File: src/rtl/tqvp_alonso_rsa_ctrl.sv
// Left-to-right square-and-multiply sequencer: computes plain^exp mod M by
// issuing Montgomery multiplications to an external multiplier (start/done).
module tqvp_alonso_rsa_ctrl #(
  parameter int WIDTH = 8
) (
  input  logic             clk,
  input  logic             rst,
  input  logic             start,
  input  logic             stop,
  input  logic [WIDTH-1:0] plain_text,
  input  logic [WIDTH-1:0] exponent,
  input  logic [WIDTH-1:0] modulus,
  input  logic [WIDTH-1:0] mont_const,
  output logic             mm_start,
  output logic [WIDTH-1:0] mm_a,
  output logic [WIDTH-1:0] mm_b,
  output logic [WIDTH-1:0] mm_mod,
  input  logic             mm_done,
  input  logic [WIDTH-1:0] mm_result,
  output logic [WIDTH-1:0] result,
  output logic             done,
  output logic             busy
);
  localparam int BW = (WIDTH > 1) ? $clog2(WIDTH) : 1;
  localparam logic [BW-1:0] BIT_TOP = BW'(WIDTH - 1);
  localparam logic [BW-1:0] BIT_ONE = BW'(1);
  localparam logic [BW-1:0] BIT_ZERO = BW'(0);
  localparam logic [WIDTH-1:0] ONE = {{(WIDTH-1){1'b0}}, 1'b1};

  typedef enum logic [2:0] {
    ST_IDLE   = 3'd0,
    ST_LD_X   = 3'd1,
    ST_LD_ONE = 3'd2,
    ST_SQR    = 3'd3,
    ST_MUL    = 3'd4,
    ST_CONV   = 3'd5,
    ST_DONE   = 3'd6
  } state_t;

  state_t state_r, state_s;
  logic [WIDTH-1:0] plain_r, plain_s, exp_r, exp_s, mod_r, mod_s, mc_r, mc_s;
  logic [WIDTH-1:0] xbar_r, xbar_s, acc_r, acc_s, result_r, result_s;
  logic [WIDTH-1:0] mm_a_r, mm_a_s, mm_b_r, mm_b_s, mm_mod_r, mm_mod_s;
  logic [BW-1:0]    bit_r, bit_s;
  logic             done_r, done_s, busy_r, busy_s, mm_start_r, mm_start_s;
  logic             launch_s, wait_done_s, last_bit_s;

  // Operand pair {A, B} for the multiplication launched on entering a state.
  function automatic logic [2*WIDTH-1:0] mm_operands(input state_t st,
      input logic [WIDTH-1:0] pt, input logic [WIDTH-1:0] mc,
      input logic [WIDTH-1:0] acc, input logic [WIDTH-1:0] xb);
    logic [2*WIDTH-1:0] ops;
    case (st)
      ST_LD_X:   ops = {pt, mc};
      ST_LD_ONE: ops = {ONE, mc};
      ST_SQR:    ops = {acc, acc};
      ST_MUL:    ops = {acc, xb};
      ST_CONV:   ops = {acc, ONE};
      default:   ops = {(2*WIDTH){1'b0}};
    endcase
    return ops;
  endfunction

  // Next-state, datapath capture and registered-output computation.
  always_comb begin
    state_s    = state_r;
    plain_s    = plain_r;
    exp_s      = exp_r;
    mod_s      = mod_r;
    mc_s       = mc_r;
    xbar_s     = xbar_r;
    acc_s      = acc_r;
    bit_s      = bit_r;
    result_s   = result_r;
    done_s     = done_r;
    mm_a_s     = mm_a_r;
    mm_b_s     = mm_b_r;
    mm_mod_s   = mm_mod_r;
    mm_start_s = 1'b0;
    launch_s   = 1'b0;
    // a completion during the issue cycle belongs to nothing we launched
    wait_done_s = mm_done & ~mm_start_r;
    last_bit_s  = (bit_r == BIT_ZERO);
    case (state_r)
      ST_IDLE, ST_DONE: begin
        if (stop) begin
          state_s = ST_IDLE;
          done_s  = 1'b0;
        end else if (start) begin
          plain_s  = plain_text;
          exp_s    = exponent;
          mod_s    = modulus;
          mc_s     = mont_const;
          done_s   = 1'b0;
          state_s  = ST_LD_X;
          launch_s = 1'b1;
        end else begin
          state_s = state_r;
        end
      end
      ST_LD_X, ST_LD_ONE, ST_SQR, ST_MUL, ST_CONV: begin
        if (stop) begin
          state_s = ST_IDLE;
        end else if (wait_done_s) begin
          launch_s = 1'b1;
          case (state_r)
            ST_LD_X: begin
              xbar_s  = mm_result;
              state_s = ST_LD_ONE;
            end
            ST_LD_ONE: begin
              acc_s   = mm_result;
              bit_s   = BIT_TOP;
              state_s = ST_SQR;
            end
            ST_SQR: begin
              acc_s = mm_result;
              if (exp_r[bit_r]) begin
                state_s = ST_MUL;
              end else if (last_bit_s) begin
                state_s = ST_CONV;
              end else begin
                bit_s   = bit_r - BIT_ONE;
                state_s = ST_SQR;
              end
            end
            ST_MUL: begin
              acc_s = mm_result;
              if (last_bit_s) begin
                state_s = ST_CONV;
              end else begin
                bit_s   = bit_r - BIT_ONE;
                state_s = ST_SQR;
              end
            end
            ST_CONV: begin
              result_s = mm_result;
              done_s   = 1'b1;
              state_s  = ST_DONE;
              launch_s = 1'b0;
            end
            default: begin
              state_s  = ST_IDLE;
              launch_s = 1'b0;
            end
          endcase
        end else begin
          state_s = state_r;
        end
      end
      default: state_s = ST_IDLE;
    endcase
    busy_s = (state_s != ST_IDLE) && (state_s != ST_DONE);
    if (launch_s) begin
      mm_start_s       = 1'b1;
      {mm_a_s, mm_b_s} = mm_operands(state_s, plain_s, mc_s, acc_s, xbar_s);
      mm_mod_s         = mod_s;
    end else begin
      mm_start_s = 1'b0;
    end
  end

  // State and datapath registers.
  always_ff @(posedge clk or posedge rst) begin
    if (rst) begin
      state_r    <= ST_IDLE;
      plain_r    <= {WIDTH{1'b0}};
      exp_r      <= {WIDTH{1'b0}};
      mod_r      <= {WIDTH{1'b0}};
      mc_r       <= {WIDTH{1'b0}};
      xbar_r     <= {WIDTH{1'b0}};
      acc_r      <= {WIDTH{1'b0}};
      result_r   <= {WIDTH{1'b0}};
      mm_a_r     <= {WIDTH{1'b0}};
      mm_b_r     <= {WIDTH{1'b0}};
      mm_mod_r   <= {WIDTH{1'b0}};
      bit_r      <= BIT_ZERO;
      done_r     <= 1'b0;
      busy_r     <= 1'b0;
      mm_start_r <= 1'b0;
    end else begin
      state_r    <= state_s;
      plain_r    <= plain_s;
      exp_r      <= exp_s;
      mod_r      <= mod_s;
      mc_r       <= mc_s;
      xbar_r     <= xbar_s;
      acc_r      <= acc_s;
      result_r   <= result_s;
      mm_a_r     <= mm_a_s;
      mm_b_r     <= mm_b_s;
      mm_mod_r   <= mm_mod_s;
      bit_r      <= bit_s;
      done_r     <= done_s;
      busy_r     <= busy_s;
      mm_start_r <= mm_start_s;
    end
  end

  assign mm_start = mm_start_r;
  assign mm_a     = mm_a_r;
  assign mm_b     = mm_b_r;
  assign mm_mod   = mm_mod_r;
  assign result   = result_r;
  assign done     = done_r;
  assign busy     = busy_r;
endmodule

File: config.mk
export PLATFORM = sky130hd
export DESIGN_NAME = tqvp_alonso_rsa_ctrl
export DESIGN_NICKNAME = d
export VERILOG_FILES = /design/src/rtl/tqvp_alonso_rsa_ctrl.sv
export SDC_FILE = /design/constraint.sdc
export NUM_CORES = 1
export LEC_CHECK = 0
export BUFFER_PORTS_ARGS = -buffer_cell sky130_fd_sc_hd__buf_2
export CAP_MARGIN = 20
export CORE_ASPECT_RATIO = 0.7
export CORE_UTILIZATION = 25
export CTS_CLUSTER_DIAMETER = 30
export DETAILED_ROUTE_END_ITERATION = 8
export PLACE_DENSITY = 0.54
export SYNTH_ARGS = -nofsm -noshare
export SYNTH_HDL_FRONTEND = slang
export SYNTH_SLANG_ARGS = --single-unit
File: constraint.sdc
create_clock -name clk -period 8 [get_ports clk]
set_input_delay 1.6 -clock clk [delete_from_list [all_inputs] [get_ports clk]]
set_output_delay 1.6 -clock clk [all_outputs]
set_load 0.01 [all_outputs]
==> out/summary.txt, run 1 <==
CP Launch Point - stop
Multi-input gate area - 0.00173 mm²
DR vias/cell - 4.56
GRT Overall Usage - 0.124
Met3 usage - 0.0426
Antenna-violating nets left - 0
Mapped Area - 0.00412 mm²
Setup crit end kind - flop
Die height - 109 µm
Final worst slack - 4420 ps
Post-synth top cells - dfrtp_1 (89), mux2_2 (64), nand2_1 (26)
Core area - 0.0158 mm²
Die Span X - 155 µm
Busiest grt layer - met2
Fraction of layout instances using a drive strength above 1 - 0.416
Buf/Inv on CP - 2
Layout fillers - 1645
CP Launch Type - input port
Most frequent cell after synthesis - dfrtp_1
# rows - 38
Worst-Skew Late Latency - 340 ps
Hold Crit Class - reg2reg
Reg2reg start - state_r[2]
Initial Util - 0.261
Met1 Usage GRT - 0.176
Largest net degree at the start of global routing - 58
Placed Cells - 627
Final Slew Violations - 0
Worst path cell trace - buf_2 -> or3_1 -> buf_4 -> nand4_4 -> nand2_4 -> nor4_4 -> nand2_1 -> a41oi_1
Nets - 465
Hold Fails Final Rpt - 0
Root Buffer - clkbuf_16
Grt ovf - 0
Tot Pwr - 0.00157 W
Clock tree buffer depth - 2
CTS tree - done
CP max stage cell - nor4_4
IO Count - 80
Type of the worst setup path - in2reg
Setup slack, reg-to-reg - 4990 ps
Sequential cell area - 0.00223 mm²
Hold Path Origin - mod_r[0]
Diodes inserted - 0
Maximum fanout along the worst path - 34
Top area cells in the synthesized netlist - dfrtp_1 (54%), mux2_2 (18%), nand2_1 (2.4%)
P per Cell Area - 313 mW/mm²
Max incr delay on CP - 710 ps
Wire length per cell - 15.7 µm
Hold bufs inserted after CTS - 0
DRT Wirelength - 10.1 mm
First-pass GRT wire length - 15.9 mm
Area share of the leading cell type in the synthesized netlist - 0.541
DRC Markers - 0
Finished Layout Cells - 643
Main flop type after synthesis - dfrtp_1
Tcrit/Tclk final - 0.448
Unrepaired setup endpoints after global routing - false
Cts repair resizes - 0
Synth area leader - dfrtp_1
Post-synth EDFFs - 0
Drt pass-1 iters - 4
Syn_nets - 393
Post-CTS Setup Inserts - 0
Highest Clock Rate - 0.279 GHz
Setup Skew - 9.90 ps
Hold depth - 1
Initial antenna violation count - 0
Post-synthesis sequential area ratio - 0.541
Status - completed
Area Overhead vs Synth - 21.5%
Synth Register Bits - 89
Worst EP required - 8240 ps
Worst slew pin tran - 742 ps
Routed vias - 2933
Final setup violating endpoints - 0
Met2 GRT Util - 0.181
Total negative slack - 0 ps
Clock-pin transition on the worst setup and hold timing paths - 70 ps
Number of global-route vias before repair - 2831
Post-synthesis instance total - 346
FF-to-FF End - mm_b[7]
Critical path's top delay family - simple AND/OR/NAND/NOR gates
CTS buffer count - 9
H-Tree Depth - 3
DRT iter0 DRCs - 156
Leakage - 2.23 nW
Slew Limit Headroom - 0.501
Routability-driven placement congestion ratio - 0.803
Synth Area per Inst - 11.9 µm²
Die Area - 0.0170 mm²
Maxcap violations - 0
Final Critical Period - 3580 ps
Detail Placement HPWL - 7.47 mm
WP data arrival - 3820 ps
FFs w/ async S/R, synth - 1.00
Worst vdd ir - 0.145 mV
Distinct cells, synth - 48
# clock sinks - 89
Dpl ws - 4100 ps
Reg2Reg Depth - 8
Port bufs - 79
Hold Path End - mod_r[0]
Synth warn - 0
==> how the worst max path moves through the flow <==
stage,endpoint,slack [ps],cells past startpoint
floorplan,acc_r[0],4090,1
global placement,mm_b[7],4150,8
detailed placement,mm_b[7],4100,8
CTS,mm_b[7],4440,8
global route,mm_b[4],4270,8
finish,mm_b[7],4420,8
==> state kept, by name (all words and copies together) (netlist names) <==
register	flops
mod_r	8
done	1
mm_mod	8
result	8
exp_r	8
mm_start	1
mm_b	8
xbar_r	8
mm_a	8
plain_r	8
bit_r	3
mc_r	8
state_r	3
acc_r	8
busy	1
==> stage by stage <==
| stage | cell area [µm²] | utilization | hold slack, ps |
|---|---|---|---|
| after global routing | 5000 | 0.317 | 511 |
| after detailed placement | 4690 | 0.297 | 483 |
| after CTS | 5000 | 0.317 | 498 |
| final | 5000 | 0.317 | 494 |
| after global placement | 4690 | 0.297 | 475 |
| after floorplan | 4120 | - | 467 |
==> per-layer routing <==
metal / up-vias / share of wire
met5: - / 0
met4: 0 / 0.0041
met3: 4 / 0.077
met2: 92 / 0.44
met1: 1444 / 0.48
li1: 1393 / -
==> cell usage in the layout (no fill, tap or decap), types with 7 or more instances in the layout <==
master,n
a21oi_1,9
a31oi_1,9
a41oi_1,7
buf_2,79
clkbuf_16,9
dfrtp_1,89
inv_1,8
mux2_2,64
nand2_1,26
nand2b_1,7
nand3_1,10
nand4_1,8
nor2_1,25
o21ai_0,11
o21ai_1,7
==> final cells by class <==
cell class | instances | area share
repair buffers | 82 | 0.0835
clock buffers | 10 | 0.0478
well taps | 220 | 0.0550
clock inverters | 6 | 0.0143
inverters | 10 | 0.00775
flip-flops and latches | 89 | 0.445
multi-input cells | 226 | 0.346
==> worst reg2reg max path, delay by kind of cell, from the launching register on <==
family | cells | cell delay (ps)
flip-flops | 1 | 660
AND/OR/NAND/NOR | 5 | 1530
buffers and inverters | 1 | 290
AO/OA/AOI/OAI | 1 | 240
XOR/XNOR | 1 | 200
==> kinds of logic after synthesis <==
logic type,after synthesis,share of synthesized area
xor+xnor,2,0.00426
flops,89,0.541
buf+inv,31,0.0380
simple gates,94,0.121
compound gates,59,0.101
mux,69,0.188
fa+ha+maj,2,0.00608
==> where the power goes <==
part	leakage, nW	switching, W	total [W]	internal [W]
clock	0.146	0.000179	0.000433	0.000254
sequential	1.08	0.0000739	0.000679	0.000606
combinational	1.00	0.000243	0.000455	0.000212
Note: power is estimated with default switching activity, not from simulation.
==> inputs of run 2 (changes only) <==
Settings changed: ABC_AREA set to 1.
Clock period 8 ns to 3.7 ns, I/O delays scaled along.
==> run 2 against run 1 <==
  * Die area shrank 2.0%
  * Sequential power increased by 83%
  * Cell count grew 21%
  * Flip-flop and latch count is the same
  * Global-route usage rose by 1.1 points
  * Core utilization shrank 0.21 points
  * Critical path type unchanged
==> out/summary.txt, run 2 <==
Status - completed
Routability-driven placement congestion ratio - 0.881
Diodes inserted - 0
IO Count - 80
Unrepaired setup endpoints after global routing - false
Hold Crit Class - reg2reg
Drt pass-1 iters - 4
Initial Util - 0.258
GRT Overall Usage - 0.135
Cts repair resizes - 0
Distinct cells, synth - 29
Largest net degree at the start of global routing - 90
Post-CTS Setup Inserts - 0
Die Area - 0.0167 mm²
Total negative slack - 0 ps
Slew Limit Headroom - 0.601
Commonest non-fill, non-tap cells in the layout - nand2_1 (208), dfrtp_1 (89), buf_2 (79), inv_1 (45), o21ai_0 (32)
Antenna-violating nets left - 0
Maxcap violations - 0
Syn_nets - 541
DR vias/cell - 4.33
Final Slew Violations - 0
Area share of the leading cell type in the synthesized netlist - 0.552
Die height - 108 µm
Setup crit end kind - flop
DRC Markers - 0
Mapped Area - 0.00403 mm²
Type of the worst setup path - in2reg
Placed Area - 0.00465 mm²
Setup Skew - 8.25 ps
Worst slew pin tran - 592 ps
Synth Area per Inst - 8.16 µm²
Post-synth top cells - nand2_1 (208), dfrtp_1 (89), inv_1 (46)
CTS tree - done
Maximum fanout along the worst path - 17
FFs w/ async S/R, synth - 1.00
Top area cells in the synthesized netlist - dfrtp_1 (55%), nand2_1 (19%), inv_1 (4.3%)
Post-synthesis instance total - 494
DRT iter0 DRCs - 205
Detail Placement HPWL - 7.65 mm
Highest Clock Rate - 0.397 GHz
Port bufs - 79
Nets - 621
Worst vdd ir - 0.299 mV
Reg2Reg Depth - 12
Worst EP required - 3930 ps
Worst-Skew Late Latency - 340 ps
# clock sinks - 89
Design Area, Final - 0.00492 mm²
Clock-pin transition on the worst setup and hold timing paths - 60 ps
Hold bufs inserted after CTS - 0
Fraction of layout instances using a drive strength above 1 - 0.216
Leakage - 2.71 nW
Initial antenna violation count - 0
Core area - 0.0156 mm²
Number of global-route vias before repair - 3357
Post-synth EDFFs - 0
Hold depth - 2
CTS buffer count - 9
Main flop type after synthesis - dfrtp_1
Grt ovf - 0
Leading cell type in the layout, fill and taps excluded - nand2_1
Final setup violating endpoints - 0
Post-synthesis sequential area ratio - 0.552
First-pass GRT wire length - 17.2 mm
Synth Register Bits - 89
Root Buffer - clkbuf_16
# rows - 38
Die Span X - 154 µm
P per Cell Area - 532 mW/mm²
DRT Wirelength - 10.2 mm
Most frequent cell after synthesis - nand2_1
Final Critical Period - 2520 ps
Wire length per cell - 13.1 µm
Area Overhead vs Synth - 22.1%
Routed vias - 3372
Synth warn - 0
WP data arrival - 2750 ps
CP Launch Type - input port
Setup slack, reg-to-reg - 1220 ps
H-Tree Depth - 3
Synth area leader - dfrtp_1
Tcrit/Tclk final - 0.681
Hold Fails Final Rpt - 0
Clock tree buffer depth - 2
[run 2: cell count changes in the layout (fill, tap and decap cells not counted), sizes merged, moves of 3 or more]
cell and change:
a41oi -8, nand3 +9, mux2 -65, mux2i -4
o22a -3, a21oi +4, o21bai -3, nand4 -7
nand2b -7, inv +41, o21ai +25, nor2b -4
nand2 +188, nor2 +4
[run 2: kinds of logic after synthesis]
family,Yosys count,synth area share
xor gates and xnor gates,1,0.00217
buffers and inverters,66,0.0645
adders and majority gates,2,0.00620
DFF,89,0.552
and+or+nand+nor,271,0.289
AOI/OAI and AO/OA,65,0.0853
[run 2: critical path: stages]
cell and delay, ps:
buf_2 80, inv_1 40, nor2_2 130, inv_1 120, nor2_1 200, nand2_1 340, o21ai_0 500, nor2_1 100
a21oi_1 270, nand2_1 90, nand2_1 80, nand2_1 60
[run 2: routing by layer]
| layer | wire length, µm | GRT usage |
|---|---|---|
| met1 | 5270 | 0.191 |
| met4 | 102 | 0.0343 |
| met5 | 0 | 0 |
| met3 | 487 | 0.0381 |
| met2 | 4320 | 0.200 |
[run 2: area by class of cell]
| class | instances | area [µm²] |
|---|---|---|
| Clock inverter | 4 | 28.8 |
| Multi-Input combinational cell | 339 | 1550 |
| Fill cell | 1656 | 10700 |
| Clock buffer | 11 | 243 |
| Timing Repair Buffer | 82 | 430 |
| Sequential cell | 89 | 2230 |
| Tap cell | 200 | 250 |
| Inverter | 53 | 200 |
[run 2: metrics by stage]
stage          utilization  setup WS [ps]  std cells  power, W  hold WS (ps)
2_1_floorplan            -            653        494   0.00160           436
3_3_place_gp         0.297            878        763   0.00180           448
4_1_cts              0.315           1250        778   0.00266           469
6_report             0.315           1180        778   0.00262           465
5_1_grt              0.315            957        778   0.00279           498
3_5_place_dp         0.297            887        763   0.00181           453
[run 2: power breakdown]
group          switching (W)  total [W]  internal, W
Clock               0.000367   0.000837     0.000471
Sequential         0.0000760    0.00124      0.00117
Combinational       0.000349   0.000540     0.000191
[run 2: path summary, 6_finish.rpt]
kind,from,endpoint
setup / recovery,mm_done,mm_b[1]
hold / removal,mod_r[0],mod_r[0]
setup reg to reg,state_r[1],mm_b[1]
hold reg to reg,mod_r[0],mod_r[0]
max in group asynchronous,rst,result[4]
min in group asynchronous,rst,exp_r[7]
==> inputs of run 3 (changes only) <==
Settings changed: PLACE_DENSITY 0.54 to 0.56.
Clock period 3.7 ns to 2.2 ns, I/O delays scaled along.
==> run 3 against run 2 <==
  * Non-clock buffer count is 33 higher
  * Hold slack lost 330 ps
  * Via count grew 3.3%
  * Sequential share of layout area is 4.1 points lower
  * Total power is 83% higher
  * Core utilization rose by 3.2 points
  * Routed wire length is 6.7% higher
  * Largest power group unchanged
  * Highest routed layer unchanged
==> out/summary.txt, run 3 (same netlist as run 2, synthesis figures left out) <==
Wire length per cell - 13.4 µm
Worst EP required - 2490 ps
Core area - 0.0156 mm²
GRT Overall Usage - 0.139
Hold bufs inserted after CTS - 0
WP data arrival - 2390 ps
Nets - 655
Initial Util - 0.258
Unrepaired setup endpoints after global routing - true
Type of the worst setup path - reg2reg
Layout fillers - 1629
Worst slew pin tran - 651 ps
DR vias/cell - 4.29
Setup Skew - 12.2 ps
Port bufs - 79
Initial antenna violation count - 0
Final worst slack - 103 ps
Highest Clock Rate - 0.477 GHz
CP Launch Type - flop
Design Area, Final - 0.00542 mm²
DRT Wirelength - 10.9 mm
Grt ovf - 0
Dpl ws - -107 ps
Levels on crit path - 15
P per Cell Area - 887 mW/mm²
Area Overhead vs Synth - 34.4%
DRC Markers - 0
Antenna-violating nets left - 0
Die Area - 0.0167 mm²
Final Slew Violations - 0
Max incr delay on CP - 420 ps
Buf/Inv on CP - 3
Die Span X - 154 µm
Slew Limit Headroom - 0.561
Placed Cells - 788
Final setup violating endpoints - 0
# clock sinks - 89
Leading cell type in the layout, fill and taps excluded - nand2_1
CP endpoint - mm_b[6]
Root Buffer - clkbuf_16
Critical path's top delay family - simple AND/OR/NAND/NOR gates
Leakage - 2.95 nW
Placed Area - 0.00487 mm²
Status - completed
Number of global-route vias before repair - 3347
CP max stage cell - dfrtp_1
Combinational share of power - 0.223
Routability-driven placement congestion ratio - 0.801
Net Sw Frac - 0.295
Worst hold slack - 138 ps
Largest net degree at the start of global routing - 36
Final Critical Period - 2100 ps
Maximum fanout along the worst path - 7
Detail Placement HPWL - 7.93 mm
Routed vias - 3484
Setup slack, reg-to-reg - 100 ps
First-pass GRT wire length - 17.5 mm
CP Launch Point - state_r[2]
CTS buffer count - 9
Internal power - 0.00339 W
Hold Crit Class - in2async
CTS tree - done
Worst-Skew Late Latency - 350 ps
Drt pass-1 iters - 4
Clock-pin transition on the worst setup and hold timing paths - 70 ps
FF-to-FF End - mm_b[6]
Hold Fails Final Rpt - 0
Clk pwr share - 0.342
Tcrit/Tclk final - 0.953
DRT iter0 DRCs - 134
Setup crit end kind - flop
Switching pwr - 0.00142 W
Clock tree buffer depth - 2
Reg2Reg Depth - 15
# rows - 38
Worst vdd ir - 0.411 mV
Diodes inserted - 0
Fraction of layout instances using a drive strength above 1 - 0.303
Reg2reg start - state_r[2]
IO Count - 80
Commonest non-fill, non-tap cells in the layout - nand2_1 (202), dfrtp_1 (88), buf_2 (79), inv_1 (41), o21ai_0 (31)
H-Tree Depth - 3
Finished Layout Cells - 813
Sequential share of power - 0.434
Maxcap violations - 0
Worst path cell trace - inv_2 -> nand3_2 -> nand2_2 -> inv_2 -> nand2_4 -> nor2_4 -> nor2_4 -> nand3_2 -> nand2_4 -> inv_2 -> nor2_4 -> a21oi_2 -> nand2_1 -> nand2_1 -> nand2_1
Die height - 108 µm
## run 3: cell count changes in the layout (fill, tap and decap cells not counted), sizes merged
| cell | change |
|---|---|
| clkinv | +2 |
| clkinvlp | +1 |
| buf | +33 |
| nand2 | +1 |
| inv | -2 |
| bufinv | +2 |
| clkbuf | -2 |
## run 3: worst min path at each step
stage	slack, ps	startpoint	depth (start not counted)	end
CTS	150	rst	2	result[0]
detailed placement	450	mod_r[0]	2	mod_r[0]
floorplan	440	mod_r[0]	2	mod_r[0]
global placement	450	mod_r[2]	2	mod_r[2]
finish	140	rst	2	result[0]
global route	170	rst	2	result[0]
## run 3: per-stage QoR
| stage | utilization | TNS (ps) | total power [W] |
|---|---|---|---|
| floorplan | - | 0 | 0.00270 |
| global placement | 0.311 | -161 | 0.00313 |
| detailed placement | 0.311 | -107 | 0.00313 |
| CTS | 0.332 | 0 | 0.00482 |
| global route | 0.346 | -619 | 0.00512 |
| finish | 0.346 | 0 | 0.00481 |
## run 3: timing repair
item | CTS | global route
gates resized for setup | 2 | 42
endpoints found under the hold margin | 0 | 0
endpoints found under the setup margin | 1 | 21
cloned | 0 | 1
pin swaps | 0 | 9
buffers inserted | 0 | 9
## run 3: power groups by stage
stage	Combinational (W)	Sequential, W	Clock (W)
CTS	0.00103	0.00209	0.00170
finish	0.00107	0.00209	0.00165
global route	0.00123	0.00213	0.00176
floorplan	0.000547	0.00215	0
detailed placement	0.00102	0.00211	0
global placement	0.00102	0.00211	0
## run 3: cell type report
class	count	area [µm²]	area share
clock buffers	9	225	0.0416
clock inverters	7	95.1	0.0175
inverters	53	211	0.0390
multi-input cells	340	1680	0.310
flip-flops and latches	89	2230	0.411
well taps	200	250	0.0462
repair buffers	115	727	0.134
## run 3: per-layer routing
layer,share of wire,global-route usage
met1,0.52,0.204
met2,0.42,0.195
met3,0.050,0.0353
met4,0.013,0.0471
met5,0,0
